`config.mk`:
```
export PLATFORM = sky130hd
export DESIGN_NAME = viterbi_link_ctrl_flat
export DESIGN_NICKNAME = d
export VERILOG_FILES = /design/src/rtl/viterbi_link_if.sv /design/src/rtl/viterbi_link_ctrl.sv /design/src/flat_wrapper.sv
export SDC_FILE = /design/constraint.sdc
export NUM_CORES = 1
export LEC_CHECK = 0
export CAP_MARGIN = 10
export CORE_MARGIN = 5
export CORE_UTILIZATION = 51
export CTS_BUF_LIST = sky130_fd_sc_hd__clkbuf_4
export DETAILED_ROUTE_END_ITERATION = 8
export PLACE_DENSITY = 0.77
export RECOVER_POWER = 100
export SYNTH_ARGS = -nofsm -noshare
export SYNTH_HDL_FRONTEND = slang
export SYNTH_SLANG_ARGS = --single-unit
```
`constraint.sdc`:
```
create_clock -name clk -period 2.7 [get_ports clk]
set_input_delay 0.405 -clock clk [delete_from_list [all_inputs] [get_ports clk]]
set_output_delay 0.405 -clock clk [all_outputs]
set_load 0.01 [all_outputs]
```
`src/rtl/viterbi_link_if.sv`:
```
// Handshake/bus bundle between the link sequencer and encoder, channel, decoder.
// slave: sequencer side; master: environment side (payload source, decoder).
interface viterbi_link_if #(
  parameter int CNT_W = 16
) ();
  logic             start_i;
  logic             data_i;
  logic             data_ready_o;
  logic             enc_enable_o;
  logic             enc_data_o;
  logic             inj_en_i;
  logic [1:0]       err_mode_i;
  logic [1:0]       err_inj_o;
  logic             dec_data_i;
  logic             busy_o;
  logic             done_o;
  logic [CNT_W-1:0] chan_err_o;
  logic [CNT_W-1:0] bit_err_o;

  modport slave (
    input  start_i, data_i, inj_en_i, err_mode_i, dec_data_i,
    output data_ready_o, enc_enable_o, enc_data_o, err_inj_o,
    output busy_o, done_o, chan_err_o, bit_err_o
  );

  modport master (
    output start_i, data_i, inj_en_i, err_mode_i, dec_data_i,
    input  data_ready_o, enc_enable_o, enc_data_o, err_inj_o,
    input  busy_o, done_o, chan_err_o, bit_err_o
  );
endinterface

```
`src/rtl/viterbi_link_ctrl.sv`:
```
// Frame sequencer for encoder -> channel -> Viterbi decoder: streams payload
// and tail bits, schedules burst error injection, counts channel/decoded errors.
module viterbi_link_ctrl #(
  parameter int FRAME_LEN = 256,
  parameter int TAIL_LEN  = 8,
  parameter int DEC_LAT   = 16,
  parameter int BURST_PER = 32,
  parameter int BURST_LEN = 4,
  parameter int CNT_W     = 16
) (
  input  logic          clk,
  input  logic          rst,
  viterbi_link_if.slave lnk
);

  typedef enum logic [2:0] {IDLE, SEND, TAIL, DRAIN, DONE} state_t;

  localparam int M1   = (FRAME_LEN > TAIL_LEN) ? FRAME_LEN : TAIL_LEN;
  localparam int MAXC = (M1 > DEC_LAT) ? M1 : DEC_LAT;
  localparam int CW   = $clog2(MAXC + 1);
  localparam int PW   = (BURST_PER > 1) ? $clog2(BURST_PER) : 1;

  localparam logic [CW-1:0] SEND_LAST  = CW'(FRAME_LEN - 1);
  localparam logic [CW-1:0] TAIL_LAST  = CW'((TAIL_LEN > 0) ? TAIL_LEN - 1 : 0);
  localparam logic [CW-1:0] DRAIN_LAST = CW'(DEC_LAT - 1);

  state_t          state, state_nx;
  logic [CW-1:0]   cnt, cnt_nx;
  logic            ready, enc_en, enc_bit, done;

  logic            inj_en_q;
  logic [1:0]      mode_q;
  logic [PW-1:0]   phase;
  logic [1:0]      err_inj;
  logic [CNT_W-1:0] chan_err, bit_err;
  logic [1:0]      dl [DEC_LAT];

  logic            start_go;
  logic            in_burst;
  logic [1:0]      pop;
  logic [CNT_W:0]  chan_sum;
  logic            chk_hit;

  always_ff @(posedge clk or posedge rst) begin
    if (rst) begin
      state <= IDLE;
      cnt   <= '0;
    end else begin
      state <= state_nx;
      cnt   <= cnt_nx;
    end
  end

  always_comb begin
    state_nx = state;
    cnt_nx   = cnt + 1'b1;
    ready    = 1'b0;
    enc_en   = 1'b0;
    enc_bit  = 1'b0;
    done     = 1'b0;
    unique case (state)
      IDLE: begin
        cnt_nx = '0;
        if (lnk.start_i) state_nx = SEND;
      end
      SEND: begin
        ready   = 1'b1;
        enc_en  = 1'b1;
        enc_bit = lnk.data_i;
        if (cnt == SEND_LAST) begin
          cnt_nx   = '0;
          state_nx = (TAIL_LEN == 0) ? DRAIN : TAIL;
        end
      end
      TAIL: begin
        enc_en = 1'b1;
        if (cnt == TAIL_LAST) begin
          cnt_nx   = '0;
          state_nx = DRAIN;
        end
      end
      DRAIN: begin
        if (cnt == DRAIN_LAST) begin
          cnt_nx   = '0;
          state_nx = DONE;
        end
      end
      DONE: begin
        done     = 1'b1;
        cnt_nx   = '0;
        state_nx = IDLE;
      end
      default: begin
        cnt_nx   = '0;
        state_nx = IDLE;
      end
    endcase
  end

  assign start_go = (state == IDLE) && lnk.start_i;
  // Widened compare so BURST_LEN == BURST_PER (always corrupt) fits.
  assign in_burst = {1'b0, phase} < (PW + 1)'(BURST_LEN);
  assign pop      = {1'b0, err_inj[0]} + {1'b0, err_inj[1]};
  assign chan_sum = {1'b0, chan_err} + (CNT_W + 1)'(pop);
  assign chk_hit  = dl[DEC_LAT-1][1] &&
                    (lnk.dec_data_i != dl[DEC_LAT-1][0]);

  always_ff @(posedge clk or posedge rst) begin
    if (rst) begin
      inj_en_q <= 1'b0;
      mode_q   <= 2'b00;
      phase    <= '0;
      err_inj  <= 2'b00;
      chan_err <= '0;
      bit_err  <= '0;
      for (int i = 0; i < DEC_LAT; i++) dl[i] <= 2'b00;
    end else begin
      // Mask is registered so it lines up with the registered encoder symbol.
      err_inj <= (enc_en && inj_en_q && in_burst) ? mode_q : 2'b00;
      if (start_go) begin
        inj_en_q <= lnk.inj_en_i;
        mode_q   <= lnk.err_mode_i;
        phase    <= '0;
        chan_err <= '0;
        bit_err  <= '0;
      end else begin
        chan_err <= chan_sum[CNT_W] ? '1 : chan_sum[CNT_W-1:0];
        if (chk_hit && !(&bit_err)) bit_err <= bit_err + 1'b1;
        if (enc_en && (BURST_PER > 1)) phase <= phase + 1'b1;
      end
      // Tag marks payload bits; tail and idle slots are never compared.
      dl[0] <= {state == SEND, enc_bit};
      for (int i = 1; i < DEC_LAT; i++) dl[i] <= dl[i-1];
    end
  end

  assign lnk.data_ready_o = ready;
  assign lnk.enc_enable_o = enc_en;
  assign lnk.enc_data_o   = enc_bit;
  assign lnk.err_inj_o    = err_inj;
  assign lnk.busy_o       = (state != IDLE);
  assign lnk.done_o       = done;
  assign lnk.chan_err_o   = chan_err;
  assign lnk.bit_err_o    = bit_err;

endmodule

```
`src/flat_wrapper.sv`:
```
// flat-port wrapper written by rule: the top's interface ports become plain ports
module viterbi_link_ctrl_flat 
#(
  parameter int FRAME_LEN = 256,
  parameter int TAIL_LEN  = 8,
  parameter int DEC_LAT   = 16,
  parameter int BURST_PER = 32,
  parameter int BURST_LEN = 4,
  parameter int CNT_W     = 16
)
  (clk, rst, lnk_start_i, lnk_data_i, lnk_inj_en_i, lnk_err_mode_i, lnk_dec_data_i, lnk_data_ready_o, lnk_enc_enable_o, lnk_enc_data_o, lnk_err_inj_o, lnk_busy_o, lnk_done_o, lnk_chan_err_o, lnk_bit_err_o);
  viterbi_link_if #(.CNT_W(CNT_W)) lnk_i ();
  input  logic clk;
  input  logic rst;
  input wire logic [$bits(lnk_i.start_i)-1:0] lnk_start_i;
  input wire logic [$bits(lnk_i.data_i)-1:0] lnk_data_i;
  input wire logic [$bits(lnk_i.inj_en_i)-1:0] lnk_inj_en_i;
  input wire logic [$bits(lnk_i.err_mode_i)-1:0] lnk_err_mode_i;
  input wire logic [$bits(lnk_i.dec_data_i)-1:0] lnk_dec_data_i;
  output wire logic [$bits(lnk_i.data_ready_o)-1:0] lnk_data_ready_o;
  output wire logic [$bits(lnk_i.enc_enable_o)-1:0] lnk_enc_enable_o;
  output wire logic [$bits(lnk_i.enc_data_o)-1:0] lnk_enc_data_o;
  output wire logic [$bits(lnk_i.err_inj_o)-1:0] lnk_err_inj_o;
  output wire logic [$bits(lnk_i.busy_o)-1:0] lnk_busy_o;
  output wire logic [$bits(lnk_i.done_o)-1:0] lnk_done_o;
  output wire logic [$bits(lnk_i.chan_err_o)-1:0] lnk_chan_err_o;
  output wire logic [$bits(lnk_i.bit_err_o)-1:0] lnk_bit_err_o;
  assign lnk_i.start_i = lnk_start_i;
  assign lnk_i.data_i = lnk_data_i;
  assign lnk_i.inj_en_i = lnk_inj_en_i;
  assign lnk_i.err_mode_i = lnk_err_mode_i;
  assign lnk_i.dec_data_i = lnk_dec_data_i;
  assign lnk_data_ready_o = lnk_i.data_ready_o;
  assign lnk_enc_enable_o = lnk_i.enc_enable_o;
  assign lnk_enc_data_o = lnk_i.enc_data_o;
  assign lnk_err_inj_o = lnk_i.err_inj_o;
  assign lnk_busy_o = lnk_i.busy_o;
  assign lnk_done_o = lnk_i.done_o;
  assign lnk_chan_err_o = lnk_i.chan_err_o;
  assign lnk_bit_err_o = lnk_i.bit_err_o;
  viterbi_link_ctrl #(.FRAME_LEN(FRAME_LEN), .TAIL_LEN(TAIL_LEN), .DEC_LAT(DEC_LAT), .BURST_PER(BURST_PER), .BURST_LEN(BURST_LEN), .CNT_W(CNT_W)) u_core (.clk(clk), .rst(rst), .lnk(lnk_i));
endmodule
```
==> flow_metrics.py <==
metrics = {
    "status": {
        "status": "finished, violations left",
        "violations": "capacitance limit, slew limit",
    },
    "setup_path": {
        "r2r_start": "u_core.lnk.bit_err_o[0]$_DFFE_PP0P_",
        "path_cells": "xnor2_1 > nor2_1 > buf_4 > clkdlybuf4s50_1",
        "crit_arrival_ns": 2.03,
        "slowest_delay_ns": 0.50,
        "end_kind": "primary output",
        "r2r_cells": 5,
        "worst-endpoint-required_ns": 2.30,
        "cp_max_fo": 9,
        "critPathLaunchType": "flip-flop",
        "r2r-end": "u_core.lnk.bit_err_o[6]$_DFFE_PP0P_",
        "r2r_slack_ns": 0.32,
        "criticalPathCategory": "reg2out",
        "cp_slowest_cell": "dfrtp_1",
    },
    "synth": {
        "synth_cells": 322,
        "synth_fp_nets": 337,
        "ys_async_sr_fraction_pct": 100,
        "synthTopCellsByCount": "dfrtp_1, nand2_1, a21oi_1, nand3_1",
        "synth_compound_area_share_pct": 8.71,
        "ys.flop_type": "dfrtp_1",
        "yosysMostFrequentCell": "dfrtp_1",
        "yosys.area_share.simple_pct": 20.5,
        "synth.top_cell.area_share_pct": 58.7,
        "synth_xor_area_share_pct": 5.26,
        "synthAdderAreaFrac_pct": 2.59,
        "synth_top_family_by_area": "simple AND/OR/NAND/NOR gates",
        "synth_warnings": 0,
        "synth_mux_area_share_pct": 1.09,
        "synth_cell_types": 51,
        "synth_edf_count": 0,
        "yosys-top-cells-area": "dfrtp_1, a21oi_1, nand2_1, xnor2_1, xor2_1",
        "syn_area_um2": 3660,
        "ys_ff_latch": 86,
        "synth_area_leader_cell": "dfrtp_1",
        "avgSynthCellArea_um2": 11.4,
        "ys_seq_area_share_pct": 58.7,
    },
    "min_path": {
        "hold_start": "u_core.dl[12]$_DFF_PP0_",
        "hold_end": "u_core.dl[10]$_DFF_PP0_",
        "min_path_type": "reg2reg",
        "hold-path-cell-count": 0,
    },
    "cts": {
        "cts.repair.resized": 0,
        "h-tree-depth": 3,
        "insertion_delay_ns": 0.42,
        "hold_buffers": 0,
        "cts_buffers": 9,
        "clock_path_buffers": 2,
        "postCtsSetupRepairBufs": 0,
        "clkTransAtPathRegs_ns": 0.14,
        "cts_root_buf": "clkbuf_4",
        "tritoncts": "done",
        "cts.sink_count": 86,
    },
    "grt": {
        "grt_max_degree": 42,
        "grt_pass1_vias": 2583,
        "gr-total-overflow": 0,
        "grt_pass1_wl_um": 11800,
        "antenna_found_initial": 0,
        "track_usage_pct": 16.9,
    },
    "power_and_ir_drop": {
        "irDropWorstVdd_v": 0.000334,
        "p_sw_uw": 770,
        "p_seq_share_pct": 57.4,
        "powerDensity_nw_per_um2": 621,
        "combPwrFrac_pct": 17.0,
        "p_leak_nw": 1.86,
        "switching_share_pct": 28.5,
        "internal-power_mw": 1.93,
        "power.share.clock_pct": 25.6,
    },
    "drt": {
        "drt_pass1_iterations": 4,
        "viasPerCell": 5.50,
        "vias": 2634,
        "ant_nets": 0,
        "post_drt_wl_per_cell_um": 14.8,
        "finalWirelength_um": 7100,
        "drt_iter0_drc": 137,
        "drc": 0,
    },
    "die": {
        "die_h_um": 94.8,
        "std_cell_rows": 31,
        "fp.dieArea_um2": 8980,
        "fp.dieW_um": 94.8,
        "io_pins": 47,
        "start_util_pct": 51.3,
        "core-area_um2": 7140,
    },
    "place": {
        "dpl_cell_area_um2": 4240,
        "port-buffer-count": 46,
        "dp_hpwl_um": 4900,
        "pre_cts_ws_ns": 0.379,
        "place.gp.congestion": 0.871,
    },
    "timing": {
        "finalCriticalPeriod_ns": 2.43,
        "rsz0062_at_grt": "no",
        "finalHoldViolations": 0,
        "max_slew_margin_pct": -21.9,
        "setup_viol": 0,
        "layout_setup_ws_ns": 0.266,
        "skew_ns": 0.0169,
        "worst_pin_slew_ns": 1.82,
        "setup_tns_ns": 0,
        "fmax_mhz": 411,
        "drv_slew": 41,
        "fin_crit_sh_pct": 90.1,
    },
    "final_layout": {
        "synthToLayoutAreaGrowth_pct": 18.6,
        "fin_area_um2": 4350,
        "nets": 390,
        "final_layout_size_suffix_gt1_share_pct": 7.63,
        "insertedDiodeCount": 0,
        "fillCellCount": 621,
    },
    "job": {
        "max_cap_violations": 1,
    },
}
==> worst max-delay path: cells and delay by family, from the launching register on <==
kind                   cells  cell delay [ns]
XOR/XNOR                   1             0.39
flip-flops                 1             0.50
buffers and inverters      2             0.65
AND/OR/NAND/NOR            1             0.07
==> registers in the layout, summed over array words and instances (netlist names) <==
register	count
u_core.lnk.chan_err_o	16
u_core.inj_en_q	1
u_core.phase	5
u_core.mode_q	2
u_core.lnk.bit_err_o	16
u_core.cnt	9
u_core.dl	32
u_core.state	3
u_core.lnk.err_inj_o	2
==> cell families after synthesis <==
| family | count (synthesis) |
|---|---|
| multiplexers | 4 |
| buffers and inverters | 25 |
| adder cells (fa/ha/maj) | 7 |
| AND/OR/NAND/NOR | 127 |
| AO/OA/AOI/OAI | 51 |
| XOR/XNOR | 22 |
| flip-flops | 86 |
==> power by group through the flow <==
stage	registers (mW)	clock network (mW)	logic, mW
global route	1.57	0.769	0.516
detailed placement	1.58	0	0.497
finish	1.55	0.691	0.459
CTS	1.55	0.712	0.501
floorplan	1.58	0	0.240
global placement	1.57	0	0.479
==> cell usage in the layout, fill, tap and decap left out, types with 3 or more instances in the layout <==
| cell | netlist | layout |
|---|---|---|
| nor4_1 | 3 | 3 |
| mux2i_1 | 4 | 4 |
| nor3b_1 | 3 | 3 |
| clkdlybuf4s50_1 | 0 | 7 |
| dlygate4sd3_1 | 0 | 39 |
| clkbuf_4 | 0 | 9 |
| and4_1 | 6 | 7 |
| and3_1 | 10 | 10 |
| o31ai_1 | 6 | 6 |
| ha_1 | 6 | 6 |
| inv_1 | 16 | 15 |
| or2_2 | 4 | 4 |
| clkinvlp_4 | 0 | 3 |
| o21ai_0 | 11 | 11 |
| nor2b_1 | 3 | 3 |
| nand3_1 | 17 | 17 |
| nand4_1 | 8 | 9 |
| nor2_1 | 16 | 17 |
| or4_1 | 5 | 5 |
| or3_1 | 7 | 7 |
| dfrtp_1 | 86 | 86 |
| xnor2_1 | 11 | 11 |
| nor4b_1 | 3 | 3 |
| a21oi_1 | 22 | 22 |
| nand2_1 | 27 | 28 |
| xor2_1 | 11 | 11 |
==> metrics by stage <==
step / util, % / hold slack, ns / cells / total power [mW]
floorplan: - / 0.331 / 322 / 1.82
global placement: 59.5 / 0.333 / 463 / 2.05
detailed placement: 59.5 / 0.336 / 463 / 2.07
CTS: 61.3 / 0.347 / 479 / 2.77
global route: 60.9 / 0.350 / 479 / 2.86
finish: 60.9 / 0.341 / 479 / 2.70
==> layout make-up <==
class | instances | area (um^2) | area share [%]
clock buffers | 9 | 67.6 | 1.55
well taps | 99 | 124 | 2.85
repair buffers | 51 | 504 | 11.6
inverters | 16 | 61.3 | 1.41
multi-input cells | 211 | 1370 | 31.6
flip-flops and latches | 86 | 2150 | 49.5
clock inverters | 7 | 65.1 | 1.50
==> per-layer routing <==
metal  routed length, um  global-route usage (%)
met1                3100                    21.5
met5                   0                       0
met2                3490                    27.4
met3                 436                    5.98
met4                  70                    4.45
==> how the worst max path moves through the flow <==
stage / from / to / depth (start not counted)
final: u_core.state[0]$_DFFE_PP0P_ / lnk_enc_enable_o / 4
after global routing: u_core.cnt[0]$_DFF_PP0_ / u_core.cnt[4]$_DFF_PP0_ / 9
after detailed placement: lnk_dec_data_i / u_core.lnk.bit_err_o[5]$_DFFE_PP0P_ / 5
after CTS: u_core.state[0]$_DFFE_PP0P_ / lnk_enc_enable_o / 4
after floorplan: rst / u_core.cnt[0]$_DFF_PP0_ / 1
after global placement: lnk_dec_data_i / u_core.lnk.bit_err_o[5]$_DFFE_PP0P_ / 5
Note: power is estimated with default switching activity, not from simulation.
